==> config.mk <==
export PLATFORM = sky130hd
export DESIGN_NAME = div_seq_flat
export DESIGN_NICKNAME = d
export VERILOG_FILES = /design/src/rtl/div_if.sv /design/src/rtl/div_seq.sv /design/src/flat_wrapper.sv
export SDC_FILE = /design/constraint.sdc
export NUM_CORES = 1
export LEC_CHECK = 0
export ABC_AREA = 0
export BUFFER_PORTS_ARGS = -buffer_cell sky130_fd_sc_hd__buf_4
export CAP_MARGIN = 20
export CORE_MARGIN = 2
export CORE_UTILIZATION = 25
export CTS_CLUSTER_DIAMETER = 60
export CTS_CLUSTER_SIZE = 28
export DETAILED_ROUTE_END_ITERATION = 6
export HOLD_SLACK_MARGIN = 0.08
export SYNTH_ARGS = -nofsm -noshare
export SYNTH_HDL_FRONTEND = slang
export SYNTH_SLANG_ARGS = --single-unit
==> constraint.sdc <==
create_clock -name clk -period 4.4 [get_ports clk]
set_input_delay 0 -clock clk [delete_from_list [all_inputs] [get_ports clk]]
set_output_delay 0 -clock clk [all_outputs]
set_load 0.03 [all_outputs]
==> src/rtl/div_if.sv <==
// Request/response bundle between the ALU and the sequential divider.
// The ALU side (master) drives operands and control; the divider (slave)
// returns the registered result and a one-cycle done strobe.
interface div_if #(
   parameter int DATA_W = 32
);
   logic [DATA_W-1:0] a;
   logic [DATA_W-1:0] b;
   logic              start;
   logic              signed_div;
   logic              annul;
   logic [DATA_W-1:0] quotient;
   logic [DATA_W-1:0] remainder;
   logic              done;

   modport master (
      output a, b, start, signed_div, annul,
      input  quotient, remainder, done
   );

   modport slave (
      input  a, b, start, signed_div, annul,
      output quotient, remainder, done
   );
endinterface

==> src/rtl/div_seq.sv <==
// Sequential restoring divider, one quotient bit per clock.
// Signed division is done on magnitudes with a sign fix-up when the
// result is loaded; divide-by-zero short-circuits to all-ones / dividend.
module div_seq #(
   parameter int DATA_W = 32
) (
   input  logic clk,
   input  logic rst,
   div_if.slave bus
);

   localparam int CNT_W = $clog2(DATA_W);
   localparam logic [CNT_W-1:0] CNT_LAST = CNT_W'(DATA_W - 1);

   localparam logic [1:0] S_IDLE     = 2'd0;
   localparam logic [1:0] S_DIV_ZERO = 2'd1;
   localparam logic [1:0] S_DIV_ON   = 2'd2;
   localparam logic [1:0] S_DIV_END  = 2'd3;

   // Two's-complement magnitude of a value whose sign bit is set.
   function automatic logic [DATA_W-1:0] magnitude(input logic signed [DATA_W-1:0] x);
      logic [DATA_W-1:0] ux;
      ux = x;
      if (x < 0) begin
         return ~ux + 1'b1;
      end
      return ux;
   endfunction

   // Conditional negation used by the sign fix-up on output load.
   function automatic logic [DATA_W-1:0] neg_if(input logic [DATA_W-1:0] x, input logic cond);
      if (cond) begin
         return ~x + 1'b1;
      end
      return x;
   endfunction

   logic [1:0]        state_q, state_d;
   logic [CNT_W-1:0]  cnt_q, cnt_d;
   logic [DATA_W-1:0] dvd_q, dvd_d;     // dividend, becomes the quotient as bits shift in
   logic [DATA_W-1:0] dvs_q, dvs_d;     // divisor magnitude
   logic [DATA_W:0]   prem_q, prem_d;   // 33-bit partial remainder
   logic              sign_a_q, sign_a_d;
   logic              sign_b_q, sign_b_d;
   logic [DATA_W-1:0] quo_q, quo_d;
   logic [DATA_W-1:0] rem_q, rem_d;
   logic              done_q, done_d;

   // One restoring step: shift, trial subtract, keep or restore.
   logic [DATA_W:0]   prem_shift;
   logic [DATA_W:0]   prem_diff;
   logic              q_bit;
   logic [DATA_W:0]   prem_step;
   logic [DATA_W-1:0] quo_step;

   always_comb begin
      prem_shift = {prem_q[DATA_W-1:0], dvd_q[DATA_W-1]};
      prem_diff  = prem_shift - {1'b0, dvs_q};
      q_bit      = ~prem_diff[DATA_W];
      prem_step  = q_bit ? prem_diff : prem_shift;
      quo_step   = {dvd_q[DATA_W-2:0], q_bit};
   end

   // Next-state and datapath update for the divide FSM.
   always_comb begin
      state_d  = state_q;
      cnt_d    = cnt_q;
      dvd_d    = dvd_q;
      dvs_d    = dvs_q;
      prem_d   = prem_q;
      sign_a_d = sign_a_q;
      sign_b_d = sign_b_q;
      quo_d    = quo_q;
      rem_d    = rem_q;

      case (state_q)
         S_IDLE: begin
            if (bus.start && !bus.annul) begin
               cnt_d  = '0;
               prem_d = '0;
               if (bus.b == '0) begin
                  // Keep the raw dividend: it is returned unchanged as the remainder.
                  dvd_d    = bus.a;
                  dvs_d    = '0;
                  sign_a_d = 1'b0;
                  sign_b_d = 1'b0;
                  state_d  = S_DIV_ZERO;
               end else begin
                  if (bus.signed_div) begin
                     dvd_d    = magnitude(bus.a);
                     dvs_d    = magnitude(bus.b);
                     sign_a_d = bus.a[DATA_W-1];
                     sign_b_d = bus.b[DATA_W-1];
                  end else begin
                     dvd_d    = bus.a;
                     dvs_d    = bus.b;
                     sign_a_d = 1'b0;
                     sign_b_d = 1'b0;
                  end
                  state_d = S_DIV_ON;
               end
            end
         end
         S_DIV_ZERO: begin
            if (bus.annul) begin
               state_d = S_IDLE;
            end else begin
               quo_d   = '1;
               rem_d   = dvd_q;
               state_d = S_DIV_END;
            end
         end
         S_DIV_ON: begin
            if (bus.annul) begin
               state_d = S_IDLE;
            end else begin
               prem_d = prem_step;
               dvd_d  = quo_step;
               cnt_d  = cnt_q + 1'b1;
               if (cnt_q == CNT_LAST) begin
                  quo_d   = neg_if(quo_step, sign_a_q ^ sign_b_q);
                  rem_d   = neg_if(prem_step[DATA_W-1:0], sign_a_q);
                  state_d = S_DIV_END;
               end
            end
         end
         default: begin
            state_d = S_IDLE;
         end
      endcase

      done_d = (state_d == S_DIV_END);
   end

   // State and datapath registers, all cleared by the asynchronous reset.
   always_ff @(posedge clk or negedge rst) begin
      if (!rst) begin
         state_q  <= S_IDLE;
         cnt_q    <= '0;
         dvd_q    <= '0;
         dvs_q    <= '0;
         prem_q   <= '0;
         sign_a_q <= 1'b0;
         sign_b_q <= 1'b0;
         quo_q    <= '0;
         rem_q    <= '0;
         done_q   <= 1'b0;
      end else begin
         state_q  <= state_d;
         cnt_q    <= cnt_d;
         dvd_q    <= dvd_d;
         dvs_q    <= dvs_d;
         prem_q   <= prem_d;
         sign_a_q <= sign_a_d;
         sign_b_q <= sign_b_d;
         quo_q    <= quo_d;
         rem_q    <= rem_d;
         done_q   <= done_d;
      end
   end

   assign bus.quotient  = quo_q;
   assign bus.remainder = rem_q;
   assign bus.done      = done_q;

endmodule

==> src/flat_wrapper.sv <==
// flat-port wrapper written by rule: the top's interface ports become plain ports
module div_seq_flat 
#(
   parameter int DATA_W = 32
)
  (clk, rst, bus_a, bus_b, bus_start, bus_signed_div, bus_annul, bus_quotient, bus_remainder, bus_done);
  div_if #(.DATA_W(DATA_W)) bus_i ();
  input  logic clk;
  input  logic rst;
  input wire logic [$bits(bus_i.a)-1:0] bus_a;
  input wire logic [$bits(bus_i.b)-1:0] bus_b;
  input wire logic [$bits(bus_i.start)-1:0] bus_start;
  input wire logic [$bits(bus_i.signed_div)-1:0] bus_signed_div;
  input wire logic [$bits(bus_i.annul)-1:0] bus_annul;
  output wire logic [$bits(bus_i.quotient)-1:0] bus_quotient;
  output wire logic [$bits(bus_i.remainder)-1:0] bus_remainder;
  output wire logic [$bits(bus_i.done)-1:0] bus_done;
  assign bus_i.a = bus_a;
  assign bus_i.b = bus_b;
  assign bus_i.start = bus_start;
  assign bus_i.signed_div = bus_signed_div;
  assign bus_i.annul = bus_annul;
  assign bus_quotient = bus_i.quotient;
  assign bus_remainder = bus_i.remainder;
  assign bus_done = bus_i.done;
  div_seq #(.DATA_W(DATA_W)) u_core (.clk(clk), .rst(rst), .bus(bus_i));
endmodule
**Yosys cells after proc, flatten, opt, wreduce, memory -nomap -nowiden**

Cells that the tools add are included.

- Eq/ne operators: 8
- Add/subtract/negate cells: 6
- Multiplexer cells: 58
- Bitwise gates (word level): 6
- $lt $le $gt $ge: 2
- Reductions and logical operators: 9

Operators with widths:

| kind | count |
|---|---|
| 32-bit two-way mux | 23 |
| 32-bit case mux with 2 select lines | 4 |
| 32-bit by 1-bit adder with 32-bit output, second input constant | 4 |
| 32-bit NOT | 4 |
| 32-bit by 1-bit < comparator with 1-bit output, second input constant | 2 |
| 33-bit by 32-bit subtractor with 33-bit output | 1 |
| 32-bit zero test | 1 |
| 1-bit two-way mux | 22 |
| 2-bit two-way mux | 5 |
| 5-bit two-way mux | 2 |
| 5-bit case mux with 2 select lines | 1 |
| 2-bit case mux with 3 select lines | 1 |
| 5-bit by 1-bit adder with 5-bit output, second input constant | 1 |
| 5-bit equality test, second input constant | 1 |
| 2-bit equality test, second input constant | 2 |
| 2-bit by 1-bit inequality test with 1-bit output, second input constant | 2 |
| 2-bit inequality test, second input constant | 2 |
| 4-bit AND reduction | 1 |
| 2-bit nonzero test | 2 |
| 3-bit AND reduction | 1 |
| 2-bit by 1-bit equality test with 1-bit output, second input constant | 1 |
| 2-bit zero test | 1 |
| 2-bit AND reduction | 1 |
| 1-bit logical AND | 1 |
| 3 further kinds | 3 |

- Logic and storage cells: 99
- Output and inout port bits: 65
- Flip-flop bits (word level): 170

**Longest topological paths before layout**

Gate-level depths: netlist of the first run.

- Depth in word-level cells: 11
- Depth in mapped cells: 23
- Gate-level depth less buffers: 21

**Worst setup path after synthesis of the first run**

Ideal clock, no wire load.

- Kind: flip-flop to flip-flop
- Start point: register u_core.dvd_q[31]
- End point: register u_core.rem_q[28] (netlist: u_core.bus.remainder[28])
- Path buffers: 2
- Path slack: -383 ps
- Stages on the path, launching flop included: 24
- Library setup time: 132 ps
- Data arrival time: 4650 ps
- Cells stage by stage: dfrtp_1 inv_1 ha_1 fa_1 nand2b_1 a21o_2 a211oi_4 o2111a_2 o21a_2 nor2_4 inv_2 buf_2 buf_1 nor2_1 a21oi_1 ha_1 nand2_1 nor2_1 nor4b_2 a31oi_2 or3_1 o41ai_2 xnor2_1 o22ai_1

- Longest elaborated chain between the ends: 9

RTL lines:

| item | RTL line | text |
|---|---|---|
| start: declaration | div_seq.sv:40 | `logic [DATA_W-1:0] dvd_q, dvd_d;` |
| start signal: assignment | div_seq.sv:151 | `dvd_q <= dvd_d;` |
| 33-bit by 32-bit subtractor with 33-bit output | div_seq.sv:58 | `prem_diff = prem_shift - {1'b0, dvs_q};` |
| 32-bit two-way mux (*) | div_seq.sv:60 | `prem_step = q_bit ? prem_diff : prem_shift;` |
| 32-bit NOT | div_seq.sv:33 | `return ~x + 1'b1;` |
| 32-bit by 1-bit adder with 32-bit output | div_seq.sv:33 |  |
| 32-bit two-way mux | div_seq.sv:32 | `if (cond) begin` |
| 32-bit two-way mux (*) | div_seq.sv:35 | `return x;` |
| 32-bit two-way mux (*) | div_seq.sv:120 | `if (cnt_q == CNT_LAST) begin` |
| 32-bit two-way mux (*) | div_seq.sv:114 | `if (bus.annul) begin` |
| 32-bit case mux with 2 select lines (*) | div_seq.sv:76 | `case (state_q)` |
| end signal: assignment | div_seq.sv:157 | `rem_q <= rem_d;` |
| end: declaration | div_seq.sv:46 | `logic [DATA_W-1:0] rem_q, rem_d;` |

Every way passes the cells marked *; elsewhere a longest branch is shown, timed or not. The select of a mux whose other input is x is not followed.
A chain may end at the register's enable or synchronous reset.

**Worst setup path in the final report of the first run**

- Start point: register u_core.prem_q[7]
- End point: register u_core.rem_q[28] (netlist: u_core.bus.remainder[28])

- Longest elaborated chain between the ends: 9

RTL lines:

| item | RTL line | text |
|---|---|---|
| start: declaration | div_seq.sv:42 | `logic [DATA_W:0] prem_q, prem_d;` |
| start signal: assignment | div_seq.sv:153 | `prem_q <= prem_d;` |
| 33-bit by 32-bit subtractor with 33-bit output | div_seq.sv:58 |  |
| 32-bit two-way mux (*) | div_seq.sv:60 |  |
| 32-bit NOT | div_seq.sv:33 |  |
| 32-bit by 1-bit adder with 32-bit output | div_seq.sv:33 |  |
| 32-bit two-way mux | div_seq.sv:32 |  |
| 32-bit two-way mux (*) | div_seq.sv:35 |  |
| 32-bit two-way mux (*) | div_seq.sv:120 |  |
| 32-bit two-way mux (*) | div_seq.sv:114 |  |
| 32-bit case mux with 2 select lines (*) | div_seq.sv:76 |  |

Marks and branches as above.

==> run metrics, run 1 <==
status complete, no violations; reg-to-reg endpoint u_core.bus.remainder[28]$_DFFE_PN0P_; final slew viol count 0; top cells by area, synth dfrtp_1 35%, a21oi_1 6.5%, xor2_1 6.4%, nand2_1 6.0%, nor2_1 5.0%; vias in the first global route 11,200; antenna viol nets, final 0; ys flop type dfrtp_1; Placement Cell Area 0.0143 mm²; CP max FO 10; post-synthesis register bit count 170; I/O Pins 134; worst hold path startpoint bus_b[1]; Netlist Area Pre-Place 0.0123 mm²; Avg WL per Cell around 17 µm; core area 0.0487 mm²; CTS root buffer clkbuf_16; R2R setup slack 140 ps; Max IR drop VDD 597 µV; cts bufs inserted 17; Seq/Total Area, Yosys 34.6%; WL final 42,000 µm; max_cap viols 0; total gr overflow 0; Hold Path End u_core.dvs_q[1]$_DFFE_PN0P_; routability cong. 0.914; Synth Area per Inst about 8.1 µm²; Clock Skew 10.1 ps; clk buf depth 2; Synthesized Nets 1,626; Fill cells 5,126; hold path depth 4; DIE WIDTH ~230 µm; post-synth top area share 34.6%; vias post-DR roughly 12,000; Starting Density 25.2%; Yosys cell types 88; Fin. Hold Viols 0; CP Class reg2reg; Via density 4.97; initial antenna violation count 0; setup_tns 0 ps; Final min period roughly 4300 ps; Final setup viols 0; Crit. End Element register; Pre-antenna DRT Iters 5; reg2reg start u_core.prem_q[7]$_DFFE_PN0P_; Clk Latency, worst-skew pair roughly 440 ps; post-synth top area cell dfrtp_1; post-route cell area 0.0158 mm²; top-count cell post-synth nand2_1; ant diodes 0; EDFF count, synth 0; CTS H-tree lvls 4; DIE AREA ~0.051 mm²; TritonCTS Sinks between 150 and 200; worst path cell trace ha_1 -> buf_4 -> a21o_1 -> a22o_1 -> a211oi_1 -> a31oi_1 -> a311o_1 -> xor2_1 -> o31ai_1 -> nand2_1 -> o41ai_4 -> xnor2_1 -> o22ai_1; fraction of layout cells with a size suffix above 1 between 15 and 20%; leak pwr 6.68 nW; Die H 226 µm; CP required 4710 ps; Site Rows between 80 and 90; Final nets 1,844; Critical Path AT approximately 4600 ps; first-pass GRT wire length 64,500 µm; gr usage total 16.3%; RSZ-0062 raised after global routing true; Mapped Cells 1,518; CP max stage cell a211oi_1; FFs w/ async S/R, synth 100%; Pwr Density 627 mW/mm²; Tightest Hold Check Type in2reg; largest net degree at the start of global routing between 100 and 150; PortBufs about 130; post-place setup slack 46.8 ps; setup ws final 138 ps; max incr delay on CP 500 ps; Worst Setup Start Kind register; Post-synth top cells 197 x nand2_1, 170 x dfrtp_1, 164 x nor2_1, 159 x a21oi_1, 123 x o21ai_0; CTS tree done; Slew @ Worst Pin 1140 ps; # DRC 0; achievable frequency 0.235 GHz; Slew headroom 24.2%; Design Power 9.89 mW; area grow syn2layout 28.1%; worst reg2reg path depth 13; Clk pin slew, worst setup/hold paths 70 ps; fin crit share around 97%; Synth Warn # 0; number of DRC markers in iteration 0 1,064; DP HPWL roughly 32,000 µm
==> stage by stage <==
step	instances	util [%]	hold slack, ps
6_report	2412	32.3	131
3_5_place_dp	2296	29.3	202
5_1_grt	2412	32.3	120
3_3_place_gp	2296	29.3	193
4_1_cts	2402	32.0	111
2_1_floorplan	1518	-	-296
==> layer usage <==
layer	wire, µm	global-route usage [%]	vias to the layer above
met5	0	0	-
met3	2920	2.86	35
met2	18700	25.2	405
li1	-	-	5818
met4	769	3.74	0
met1	19600	23.5	5727
==> where the power goes <==
group | internal [mW] | switching [mW] | leakage [nW]
logic | 2.36 | 3.75 | 4.28
registers | 1.85 | 0.380 | 2.11
clock network | 0.859 | 0.689 | 0.287
total | 5.07 | 4.82 | 6.68
==> cells in the final DEF (no fill, tap or decap), types with 17 or more instances in the layout <==
cell,n
o21ai_1,34
nor4_1,17
buf_4,202
mux2i_1,26
nor2_1,161
ha_1,34
nor3_1,28
a21oi_1,155
nand3_1,17
xor2_1,90
o21ai_0,120
dlygate4sd3_1,75
clkbuf_16,17
dfrtp_1,170
or3_1,23
inv_1,44
o31ai_1,35
nand2_1,196
xnor2_1,53
a31oi_1,23
==> timing repair <==
item | in CTS | in global routing
hold endpoints to repair | 166 | 0
hold buffers | 75 | 0
setup buffers | 0 | 9
setup endpoints to repair | 0 | 12
gates resized for setup | 0 | 19
==> worst max-delay path by stage <==
stage | to | startpoint | cells past startpoint
after floorplan | u_core.bus.remainder[28]$_DFFE_PN0P_ | u_core.dvd_q[31]$_DFFE_PN0P_ | 23
after global placement | u_core.bus.remainder[28]$_DFFE_PN0P_ | u_core.dvd_q[31]$_DFFE_PN0P_ | 21
after detailed placement | u_core.bus.remainder[28]$_DFFE_PN0P_ | u_core.dvs_q[0]$_DFFE_PN0P_ | 20
after CTS | u_core.bus.remainder[28]$_DFFE_PN0P_ | u_core.dvs_q[0]$_DFFE_PN0P_ | 20
after global routing | u_core.bus.remainder[28]$_DFFE_PN0P_ | u_core.prem_q[10]$_DFFE_PN0P_ | 19
final | u_core.bus.remainder[28]$_DFFE_PN0P_ | u_core.prem_q[7]$_DFFE_PN0P_ | 13
==> critical path, delay by kind of cell (launching register included) <==
family	cells	cell delay [ps]
adder cells (fa/ha/maj)	1	340
flip-flops	1	440
AO/OA/AOI/OAI	8	2610
AND/OR/NAND/NOR	1	190
buffers and inverters	1	180
XOR/XNOR	2	350
==> registers in the layout (all words and copies together) (netlist names) <==
| name | cells |
|---|---|
| u_core.cnt_q | 5 |
| u_core.bus.remainder | 32 |
| u_core.dvs_q | 32 |
| u_core.sign_b_q | 1 |
| u_core.dvd_q | 32 |
| u_core.sign_a_q | 1 |
| u_core.bus.done | 1 |
| u_core.prem_q | 32 |
| u_core.state_q | 2 |
| u_core.bus.quotient | 32 |
==> cells by family (layout without fill, tap and decap cells) <==
group	after synthesis	in the layout	synth area share, %
AND/OR/NAND/NOR	520	520	19.2
AO/OA/AOI/OAI	484	484	24.4
flip-flops	170	170	34.6
XOR/XNOR	143	143	10.2
buffers and inverters	129	359	4.83
adder cells (fa/ha/maj)	39	39	4.03
multiplexers	33	33	2.78
==> layout make-up <==
cell class	instances	area, µm²	share of cell area, %
multi-input cells	1219	7600	48.2
flip-flops and latches	170	4250	27.0
repair buffers	280	2300	14.6
well taps	664	831	5.27
clock buffers	19	443	2.81
inverters	48	185	1.18
clock inverters	12	140	0.889
No activity file was read; power rests on OpenSTA's default activity.
==> run 2: changes to the inputs <==
--- a/config.mk
+++ b/config.mk
@@ -8,7 +8,6 @@
 export ABC_AREA = 0
 export BUFFER_PORTS_ARGS = -buffer_cell sky130_fd_sc_hd__buf_4
 export CAP_MARGIN = 20
-export CORE_MARGIN = 2
 export CORE_UTILIZATION = 25
 export CTS_CLUSTER_DIAMETER = 60
 export CTS_CLUSTER_SIZE = 28
==> run 2 against run 1 <==
Setup slack improved by 89 ps. Count of clock-buffer cells in the layout increased by 2. Cell area increased by 1.5%. Critical path type unchanged. Largest power group unchanged.
==> run metrics, run 2 (synthesized netlist as in run 1, its figures left out) <==
# DRC 0; initial antenna violation count 2; TritonCTS Sinks 170; PortBufs 133; DR WL met2 18,900 µm; Final min period roughly 4200 ps; Clk pin slew, worst setup/hold paths 70 ps; Sw Share 48.0%; antenna viol nets, final 0; Hold Worst Slack 91.5 ps; clk buf depth 2; Final setup viols 0; Crit. End Element register; CP max FO 32; total gr overflow 0; Via density 5.01; logic gate share of total power 61.8%; met3 WL post-DR 2790 µm; most common cell after layout, fill and taps aside buf_4; commonest cells after routing, fill and taps aside 225 x buf_4, 197 x nand2_1, 169 x dfrtp_1; reg-to-reg endpoint u_core.bus.remainder[28]$_DFFE_PN0P_; Worst Setup Start Kind register; Site Rows 80; core area 0.0481 mm²; Fin. Hold Viols 0; WL final 42,900 µm; Tightest Hold Check Type in2reg; hold path depth 5; gr usage total 17.0%; post-route core utilization 33.2%; Hold Path End u_core.dvd_q[28]$_DFFE_PN0P_; Starting Density 25.6%; worst hold path startpoint bus_a[28]; Final nets 1,870; Placement Cell Area 0.0145 mm²; max_cap viols 0; post-route cell area 0.0160 mm²; R2R setup slack around 230 ps; Clock Skew 12.8 ps; Pre-antenna DRT Iters 7; Clk network pwr share 16.7%; vias post-DR 12,200; final slew viol count 0; Fill cells 5,061; first-pass GRT wire length 66,600 µm; DRT met1 WL 20,600 µm; Non-Filler Instances around 2,400; DIE WIDTH ~220 µm; CTS tree done; area grow syn2layout 30.0%; I/O Pins 134; CTS root buffer clkbuf_16; Die H 224 µm; Placed Cells 2,318; DR top layer met5; fin crit share approximately 95%; Max IR drop VDD 394 µV; internal power 5.33 mW; fraction of layout cells with a size suffix above 1 18.1%; DP HPWL roughly 33,000 µm; NetSw approximately 5 mW; Avg WL per Cell 17.7 µm; ant diodes 0; Clk Latency, worst-skew pair approximately 450 ps; leak pwr 6.84 nW; number of DRC markers in iteration 0 1,225; Flop pwr share between 20% and 30%; Critical Path AT about 4500 ps; routability cong. 0.890; achievable frequency 0.240 GHz; Slew headroom 32.8%; vias in the first global route roughly 12,000; CP Class reg2reg; CTS H-tree lvls 4; CP required 4710 ps; Pwr Density 641 mW/mm²; status complete, no violations; reg2reg start u_core.dvd_q[31]$_DFFE_PN0P_; Slew @ Worst Pin around 1000 ps; cts bufs inserted 17; largest net degree at the start of global routing 90; DIE AREA between 0.05 and 0.06 mm²; worst reg2reg path depth 16
## run 2: how the worst max path moves through the flow
stage,startpoint,endpoint,slack [ps],depth (start not counted)
after CTS,u_core.prem_q[6]$_DFFE_PN0P_,u_core.bus.remainder[28]$_DFFE_PN0P_,80,19
after global routing,u_core.dvd_q[31]$_DFFE_PN0P_,u_core.bus.remainder[28]$_DFFE_PN0P_,-9,16
final,u_core.dvd_q[31]$_DFFE_PN0P_,u_core.bus.remainder[28]$_DFFE_PN0P_,230,16
after detailed placement,u_core.prem_q[6]$_DFFE_PN0P_,u_core.bus.remainder[28]$_DFFE_PN0P_,120,19
after global placement,u_core.dvd_q[31]$_DFFE_PN0P_,u_core.bus.remainder[28]$_DFFE_PN0P_,140,21
after floorplan,u_core.dvd_q[31]$_DFFE_PN0P_,u_core.bus.remainder[28]$_DFFE_PN0P_,-60,23
## run 2: final cells by class
cell class / count / area, µm² / area share, %
sequential: 170 / 4260 / 26.6
timing repair buffer: 306 / 2510 / 15.7
clock buffer: 21 / 460 / 2.88
inverter: 48 / 183 / 1.14
tap: 656 / 821 / 5.13
clock inverter: 11 / 183 / 1.14
multi-input combinational: 1219 / 7590 / 47.4
## run 2: metal layers
layer	GRT usage, %	up-vias
li1	-	5879
met1	24.7	5823
met2	26.2	442
met3	2.79	34
met4	3.73	2
met5	0	-
## run 2: power by group through the flow
stage               clock, mW  sequential (mW)  combinational, mW
global placement            0             2.21               6.06
finish                   1.72             2.21               6.34
floorplan                   0             2.23               4.01
detailed placement          0             2.22               6.09
global route             1.79             2.24               6.86
CTS                      1.73             2.19               6.19
## run 2: repair_timing
action                                  in CTS  in global routing
resized for setup                            0                 13
hold buffers                                79                  0
setup buffers                                0                  2
endpoints found under the setup margin       0                 16
hold endpoints to repair                   147                  0
## run 2: critical path, cell delays in order, from the launching register on
cell      delay (ps)
dfrtp_1          400
inv_2             50
ha_2             180
fa_2             350
nand2b_4         150
a21o_4           240
a211oi_4         220
o2111a_2         290
nor3_4            90
nor2_4           150
buf_4            430
buf_4            350
mux2i_1          370
nand2_1          160
o41ai_4          310
xnor2_1          160
o22ai_1          100
## run 2: through the flow
step                TNS, ps  power, mW  setup slack (ps)
floorplan             -55.4       6.23             -55.4
global placement          0       8.27               137
detailed placement        0       8.31               119
CTS                       0       10.1              76.5
global route          -8.67       10.9             -8.67
finish                    0       10.3               227
